[src/rtl/eros_pwr_pkg.sv]
// eros_pwr_pkg: shared types and default timing constants for the EROS power
// sequencer (eros_power_ctrl) and its ack synchronizer (eros_pwr_sync).
//   pwr_state_e       sequencer state, encoding visible on state_o
//   PWR_*_DEF         default parameter values
//   pwr_cnt_width()   width of a dwell counter able to reach max(a, b)
package eros_pwr_pkg;

  typedef enum logic [2:0] {
    ACTIVE      = 3'd0,
    CLK_OFF     = 3'd1,
    RET_ON      = 3'd2,
    GATE_WAIT   = 3'd3,
    SLEEP       = 3'd4,
    UNGATE_WAIT = 3'd5,
    RET_OFF     = 3'd6,
    CLK_ON      = 3'd7
  } pwr_state_e;

  localparam int unsigned PWR_N_BANKS_DEF     = 2;
  localparam int unsigned PWR_CG_SETTLE_DEF   = 4;
  localparam int unsigned PWR_ACK_TIMEOUT_DEF = 255;

  function automatic int unsigned pwr_cnt_width(input int unsigned a, input int unsigned b);
    int unsigned m;
    m = (a > b) ? a : b;
    return $clog2(m + 1);
  endfunction

endpackage

[src/rtl/eros_pwr_sync.sv]
// eros_pwr_sync: N-bit two-flop synchronizer with synchronous active-low reset.
// Used for the bank power-switch acknowledges when EROS_PWR_ACK_SYNC_EN is defined.
// Ports:
//   clk_i   in   destination clock
//   rst_ni  in   synchronous reset, active-low; both stages load RESET_VAL
//   d_i     in   WIDTH asynchronous inputs
//   q_o     out  WIDTH synchronized outputs (2 cycles latency)
module eros_pwr_sync #(
  parameter int unsigned           WIDTH     = 1,
  parameter logic [WIDTH-1:0]      RESET_VAL = '0
) (
  input  logic             clk_i,
  input  logic             rst_ni,
  input  logic [WIDTH-1:0] d_i,
  output logic [WIDTH-1:0] q_o
);

  logic [WIDTH-1:0] meta_q;
  logic [WIDTH-1:0] sync_q;

  always_ff @(posedge clk_i) begin
    if (!rst_ni) begin
      meta_q <= RESET_VAL;
      sync_q <= RESET_VAL;
    end else begin
      meta_q <= d_i;
      sync_q <= meta_q;
    end
  end

  assign q_o = sync_q;

endmodule

[src/rtl/eros_power_ctrl.sv]
// eros_power_ctrl: power sequencer for the EROS top wrapper (always-on domain).
// Power-down: gate clock, apply retention, switch off selected banks, sleep.
// Wake: reverse the sequence and return to ACTIVE.
// Configuration macro: EROS_PWR_ACK_SYNC_EN -- when defined the bank acks pass a
// 2-flop synchronizer (reset '1), adding 2 cycles to each ack wait.
// Ports:
//   clk_i             in   always-on clock
//   rst_ni            in   synchronous reset, active-low
//   pwr_down_req_i    in   power-down request (level, sampled in ACTIVE)
//   wake_req_i        in   wake event (level or pulse)
//   bank_mask_i       in   banks affected by power-down
//   retentive_i       in   1 = retain bank, 0 = power bank off
//   en_o              out  clock enable to wrapper
//   pwrgate_no        out  power-switch off, active-low
//   pwrgate_ack_ni    in   power-switch ack, active-low
//   set_retentive_no  out  retention enable, active-low
//   busy_o            out  sequencer not in ACTIVE
//   timeout_o         out  one-cycle pulse on ack timeout
//   state_o           out  current state encoding
module eros_power_ctrl
  import eros_pwr_pkg::*;
#(
  parameter int unsigned N_BANKS     = PWR_N_BANKS_DEF,
  parameter int unsigned CG_SETTLE   = PWR_CG_SETTLE_DEF,
  parameter int unsigned ACK_TIMEOUT = PWR_ACK_TIMEOUT_DEF
) (
  input  logic               clk_i,
  input  logic               rst_ni,
  input  logic               pwr_down_req_i,
  input  logic               wake_req_i,
  input  logic [N_BANKS-1:0] bank_mask_i,
  input  logic [N_BANKS-1:0] retentive_i,
  output logic               en_o,
  output logic [N_BANKS-1:0] pwrgate_no,
  input  logic [N_BANKS-1:0] pwrgate_ack_ni,
  output logic [N_BANKS-1:0] set_retentive_no,
  output logic               busy_o,
  output logic               timeout_o,
  output logic [2:0]         state_o
);

  localparam int unsigned    CNT_W    = pwr_cnt_width(CG_SETTLE, ACK_TIMEOUT);
  localparam logic [CNT_W-1:0] CG_LAST  = CNT_W'(CG_SETTLE - 1);
  localparam logic [CNT_W-1:0] ACK_LAST = CNT_W'(ACK_TIMEOUT - 1);
  localparam logic [CNT_W-1:0] CNT_MAX  = '1;

  logic [N_BANKS-1:0] ack_n;

`ifdef EROS_PWR_ACK_SYNC_EN
  eros_pwr_sync #(
    .WIDTH     (N_BANKS),
    .RESET_VAL ('1)
  ) u_ack_sync (
    .clk_i  (clk_i),
    .rst_ni (rst_ni),
    .d_i    (pwrgate_ack_ni),
    .q_o    (ack_n)
  );
`else
  assign ack_n = pwrgate_ack_ni;
`endif

  pwr_state_e         state_q, state_d;
  logic [CNT_W-1:0]   cnt_q, cnt_d;
  logic [N_BANKS-1:0] gate_m_q, gate_m_d;
  logic [N_BANKS-1:0] ret_m_q, ret_m_d;
  logic               wake_pend_q, wake_pend_d;
  logic               en_q, en_d;
  logic [N_BANKS-1:0] pg_q, pg_d;
  logic [N_BANKS-1:0] sr_q, sr_d;
  logic               busy_q, busy_d;
  logic               tmo_q, tmo_d;
  logic               gates_off, gates_on;

  always_ff @(posedge clk_i) begin
    if (!rst_ni) begin
      state_q     <= ACTIVE;
      cnt_q       <= '0;
      gate_m_q    <= '0;
      ret_m_q     <= '0;
      wake_pend_q <= 1'b0;
      en_q        <= 1'b1;
      pg_q        <= '1;
      sr_q        <= '1;
      busy_q      <= 1'b0;
      tmo_q       <= 1'b0;
    end else begin
      state_q     <= state_d;
      cnt_q       <= cnt_d;
      gate_m_q    <= gate_m_d;
      ret_m_q     <= ret_m_d;
      wake_pend_q <= wake_pend_d;
      en_q        <= en_d;
      pg_q        <= pg_d;
      sr_q        <= sr_d;
      busy_q      <= busy_d;
      tmo_q       <= tmo_d;
    end
  end

  always_comb begin
    state_d     = state_q;
    gate_m_d    = gate_m_q;
    ret_m_d     = ret_m_q;
    tmo_d       = 1'b0;
    // An empty gate mask satisfies both ack conditions trivially.
    gates_off   = (ack_n & gate_m_q) == '0;
    gates_on    = (ack_n & gate_m_q) == gate_m_q;

    case (state_q)
      ACTIVE: begin
        // Wake has priority over a simultaneous power-down request.
        if (pwr_down_req_i && !wake_req_i) begin
          state_d  = CLK_OFF;
          gate_m_d = bank_mask_i & ~retentive_i;
          ret_m_d  = bank_mask_i & retentive_i;
        end
      end
      CLK_OFF:     if (cnt_q == CG_LAST) state_d = RET_ON;
      RET_ON:      state_d = GATE_WAIT;
      GATE_WAIT: begin
        if (gates_off) begin
          state_d = SLEEP;
        end else if (cnt_q == ACK_LAST) begin
          tmo_d   = 1'b1;
          state_d = UNGATE_WAIT;
        end
      end
      SLEEP:       if (wake_pend_q) state_d = UNGATE_WAIT;
      UNGATE_WAIT: begin
        if (gates_on) begin
          state_d = RET_OFF;
        end else if (cnt_q == ACK_LAST) begin
          tmo_d   = 1'b1;
          state_d = RET_OFF;
        end
      end
      RET_OFF:     state_d = CLK_ON;
      CLK_ON:      if (cnt_q == CG_LAST) state_d = ACTIVE;
      default:     state_d = ACTIVE;
    endcase

    if (state_d != state_q) begin
      cnt_d = '0;
    end else if (cnt_q != CNT_MAX) begin
      cnt_d = cnt_q + 1'b1;
    end else begin
      cnt_d = cnt_q;
    end

    if (state_d == ACTIVE) begin
      wake_pend_d = 1'b0;
    end else begin
      wake_pend_d = wake_pend_q | ((state_q != ACTIVE) & wake_req_i);
    end

    // Outputs are decoded from the next state so the registered values line up
    // with state_o in the same cycle.
    en_d   = (state_d == ACTIVE) || (state_d == CLK_ON);
    pg_d   = ((state_d == GATE_WAIT) || (state_d == SLEEP)) ? ~gate_m_d : '1;
    sr_d   = ((state_d == RET_ON) || (state_d == GATE_WAIT) ||
              (state_d == SLEEP)  || (state_d == UNGATE_WAIT)) ? ~ret_m_d : '1;
    busy_d = (state_d != ACTIVE);
  end

  assign en_o             = en_q;
  assign pwrgate_no       = pg_q;
  assign set_retentive_no = sr_q;
  assign busy_o           = busy_q;
  assign timeout_o        = tmo_q;
  assign state_o          = state_q;

endmodule

[config.mk]
export PLATFORM = sky130hd
export DESIGN_NAME = eros_power_ctrl
export DESIGN_NICKNAME = d
export VERILOG_FILES = /design/src/rtl/eros_pwr_pkg.sv /design/src/rtl/eros_pwr_sync.sv /design/src/rtl/eros_power_ctrl.sv
export SDC_FILE = /design/constraint.sdc
export NUM_CORES = 1
export LEC_CHECK = 0
export ABC_CLOCK_PERIOD_IN_PS = 2130
export BUFFER_PORTS_ARGS = -buffer_cell sky130_fd_sc_hd__buf_2
export CAP_MARGIN = 20
export CORE_MARGIN = 3
export CORE_UTILIZATION = 48
export DETAILED_ROUTE_END_ITERATION = 10
export PLACE_DENSITY = 0.71
export SLEW_MARGIN = 20
export SYNTH_ARGS = -nofsm -noshare
export SYNTH_HDL_FRONTEND = slang
export SYNTH_SLANG_ARGS = --single-unit
export TNS_END_PERCENT = 5
[constraint.sdc]
create_clock -name clk_i -period 2.13 [get_ports clk_i]
set_clock_uncertainty 0.15 [all_clocks]
set_input_delay 0.426 -clock clk_i [delete_from_list [all_inputs] [get_ports clk_i]]
set_output_delay 0.426 -clock clk_i [all_outputs]
set_load 0.03 [all_outputs]
==> impl_metrics.json <==
{
  "final-instance-count-excl-fill": 185,
  "worst_ir_drop_vdd_v": 0.0004341,
  "outcome": "completed",
  "hold_path.class": "in -> reg",
  "die_area_mm2": 0.003004,
  "crit_family": "simple AND/OR/NAND/NOR gates",
  "p_total_uw": 762.5,
  "grt-ovfl-total": 0,
  "die_h_um": 54.81,
  "final_nets": 170,
  "end_kind": "register",
  "relSlewSlack": 0.7260,
  "clk-insertion-delay-late_ps": 310,
  "pin_count": 20,
  "drc": 0,
  "first_pass_iters": 4,
  "worstPathRequired_ps": 2200,
  "syn-cell-area_mm2": 0.001144,
  "clock.fmax_mhz": 489.2,
  "rrSetupSlack_ps": 90,
  "ys_ff_latch": 23,
  "htreeDepth": 1,
  "worst_setup_path_start_kind": "register",
  "period_minus_slack_ps": 2044,
  "drt-total-wl_um": 2684,
  "yosysSeqAreaShare": 0.4026,
  "n_antenna_cell": 0,
  "core_area_mm2": 0.002233,
  "synth_area_leaders": "dfxtp_1 40%, a21oi_1 4.4%, nand2_1 3.3%",
  "drive_gt1_frac": 0.2803,
  "crit_slowest_cell": "or4b_4",
  "tritoncts.num_buffers": 3,
  "crit_path_cell_trace": "ha_1 > or4b_4 > or2_4 > o22ai_1 > a31oi_2 > o21a_1",
  "grt_pass1_vias": 1003,
  "crit_fanout": 5,
  "ant_nets": 0,
  "hold_ws_ps": 241.7,
  "syn_to_final_growth_pct": 19.37,
  "synth_area_per_cell_um2": 8.865,
  "grt_pass1_wl_um": 4202,
  "power_density_mw_per_mm2": 558.6,
  "yosysWarningCount": 0,
  "antenna_found_initial": 0,
  "drv_slew": 0,
  "synth_enable_flop_cells": 0,
  "place_inst": 180,
  "io_buffer_count": 19,
  "synth.net_count": 141,
  "syn_inst": 129,
  "max_stage_delay_ps": 510,
  "final_hold_viol_count": 0,
  "cts_sinks": 23,
  "clkTransAtPathRegs_ps": 120,
  "tightest_slew_ps": 411.1,
  "synthArstFlopShare": 0,
  "place.gp.congestion": 0.9541,
  "ys_types": 45,
  "hpwlAfterDp_um": 2044,
  "post-route-util": 0.6112,
  "rows": 17,
  "cts_tree": "yes",
  "yosys.area.top_type": "dfxtp_1",
  "ys.flop_type": "dfxtp_1",
  "routed-via-count": 1102,
  "critical_path_class": "reg -> reg",
  "hold_buffers": 0,
  "drtIter0Drc": 31,
  "crit_buf_inv": 0,
  "grt_usage": 0.1950,
  "crit_arrival_ps": 2120,
  "fin_crit_sh": 0.9598,
  "max_cap_violations": 0,
  "wl_per_cell_um": 14.51,
  "grt_max_degree": 13,
  "tns_ps": 0,
  "synthDominantCellAreaShare": 0.4026,
  "cts_buffer_depth": 2,
  "die_x_um": 54.81,
  "via_per_inst": 5.957,
  "clockRootBuffer": "clkbuf_4",
  "p_leak_uw": 0.0005147,
  "finalSetupViolations": 0,
  "start_util": 0.5120
}
-- sequential cells by signal, summed over array words and instances (netlist names) --
| signal | count |
|---|---|
| timeout_o | 1 |
| busy_o | 1 |
| ret_m_q | 2 |
| set_retentive_no | 2 |
| gate_m_q | 2 |
| state_o | 3 |
| wake_pend_q | 1 |
| en_o | 1 |
| pwrgate_no | 2 |
| cnt_q | 8 |
-- cell usage in the layout, fill, tap and decap left out, types with 2 or more instances in the layout --
| master | netlist | routed |
|---|---|---|
| a211oi_1 | 2 | 2 |
| a21oi_1 | 10 | 10 |
| a22oi_1 | 2 | 2 |
| a31oi_1 | 2 | 2 |
| and2_1 | 2 | 2 |
| and3_1 | 3 | 3 |
| buf_2 | 2 | 19 |
| buf_4 | 0 | 9 |
| clkbuf_4 | 0 | 3 |
| dfxtp_1 | 23 | 20 |
| dfxtp_2 | 0 | 3 |
| ha_1 | 2 | 2 |
| inv_1 | 7 | 7 |
| nand2_1 | 10 | 10 |
| nand2b_1 | 2 | 2 |
| nand3_1 | 7 | 7 |
| nand3b_1 | 2 | 2 |
| nand4_1 | 2 | 2 |
| nor2_1 | 8 | 8 |
| nor3_1 | 2 | 2 |
| o2111ai_1 | 2 | 2 |
| o211ai_1 | 3 | 3 |
| o22ai_1 | 2 | 2 |
| o31ai_1 | 3 | 2 |
| or3_1 | 2 | 2 |
| xnor2_1 | 3 | 3 |
| xor2_1 | 2 | 2 |
-- cell usage after synthesis (3+ instances only) --
cell and n:
a21oi_1 10, and3_1 3, dfxtp_1 23, inv_1 7
nand2_1 10, nand3_1 7, nor2_1 8, o211ai_1 3
o31ai_1 3, xnor2_1 3
-- where the power goes --
part | internal (uW) | switching (uW)
Clock | 73.2 | 124
Combinational | 49.2 | 63.3
Sequential | 444 | 8.61
-- timing repair --
item / in CTS / in global routing
setup buffers: 0 / 1
resized for setup: 0 / 6
setup endpoints to repair: 0 / 11
-- worst reg2reg max path, cell delays in order (launching register included) --
cell     delay [ps]
dfxtp_2         370
ha_1            170
or4b_4          510
or2_4           300
o22ai_1         180
a31oi_2         150
o21a_1          130
-- routing by layer --
metal  track usage  wire (um)  part of all wire  up-vias
met4       0.08299         50             0.019        0
li1              -          -                 -      534
met5             0          0                 0        -
met1        0.2331       1122              0.42      507
met3       0.03270        209             0.078        7
met2        0.3386       1303              0.49       54
-- metrics by stage --
step	setup WS (ps)	instance area (um2)
3_5_place_dp	23.71	1316
4_1_cts	16.49	1343
3_3_place_gp	110.5	1316
5_1_grt	-0.9130	1365
2_1_floorplan	101.7	1144
6_report	85.66	1365
-- cells by family after synthesis --
family / share of synthesized area
adder cells (fa/ha/maj): 0.02188
AND/OR/NAND/NOR: 0.2341
buffers and inverters: 0.03830
AO/OA/AOI/OAI: 0.2648
XOR/XNOR: 0.03830
flip-flops: 0.4026
-- layout make-up --
cell class | instances | area [um2]
clock buffers | 4 | 26.28
fillers | 212 | 868.3
inverters | 7 | 26.28
multi-input cells | 95 | 650.6
flip-flops and latches | 23 | 464.2
well taps | 28 | 35.03
repair buffers | 28 | 162.7
-- final timing paths --
check,startpoint,cells after the start,end
max,cnt_q[1],6,wake_pend_q
min,rst_ni,3,timeout_o
max reg2reg,cnt_q[1],6,wake_pend_q
min reg2reg,wake_pend_q,1,wake_pend_q
Power figures use the tool's default switching activity.
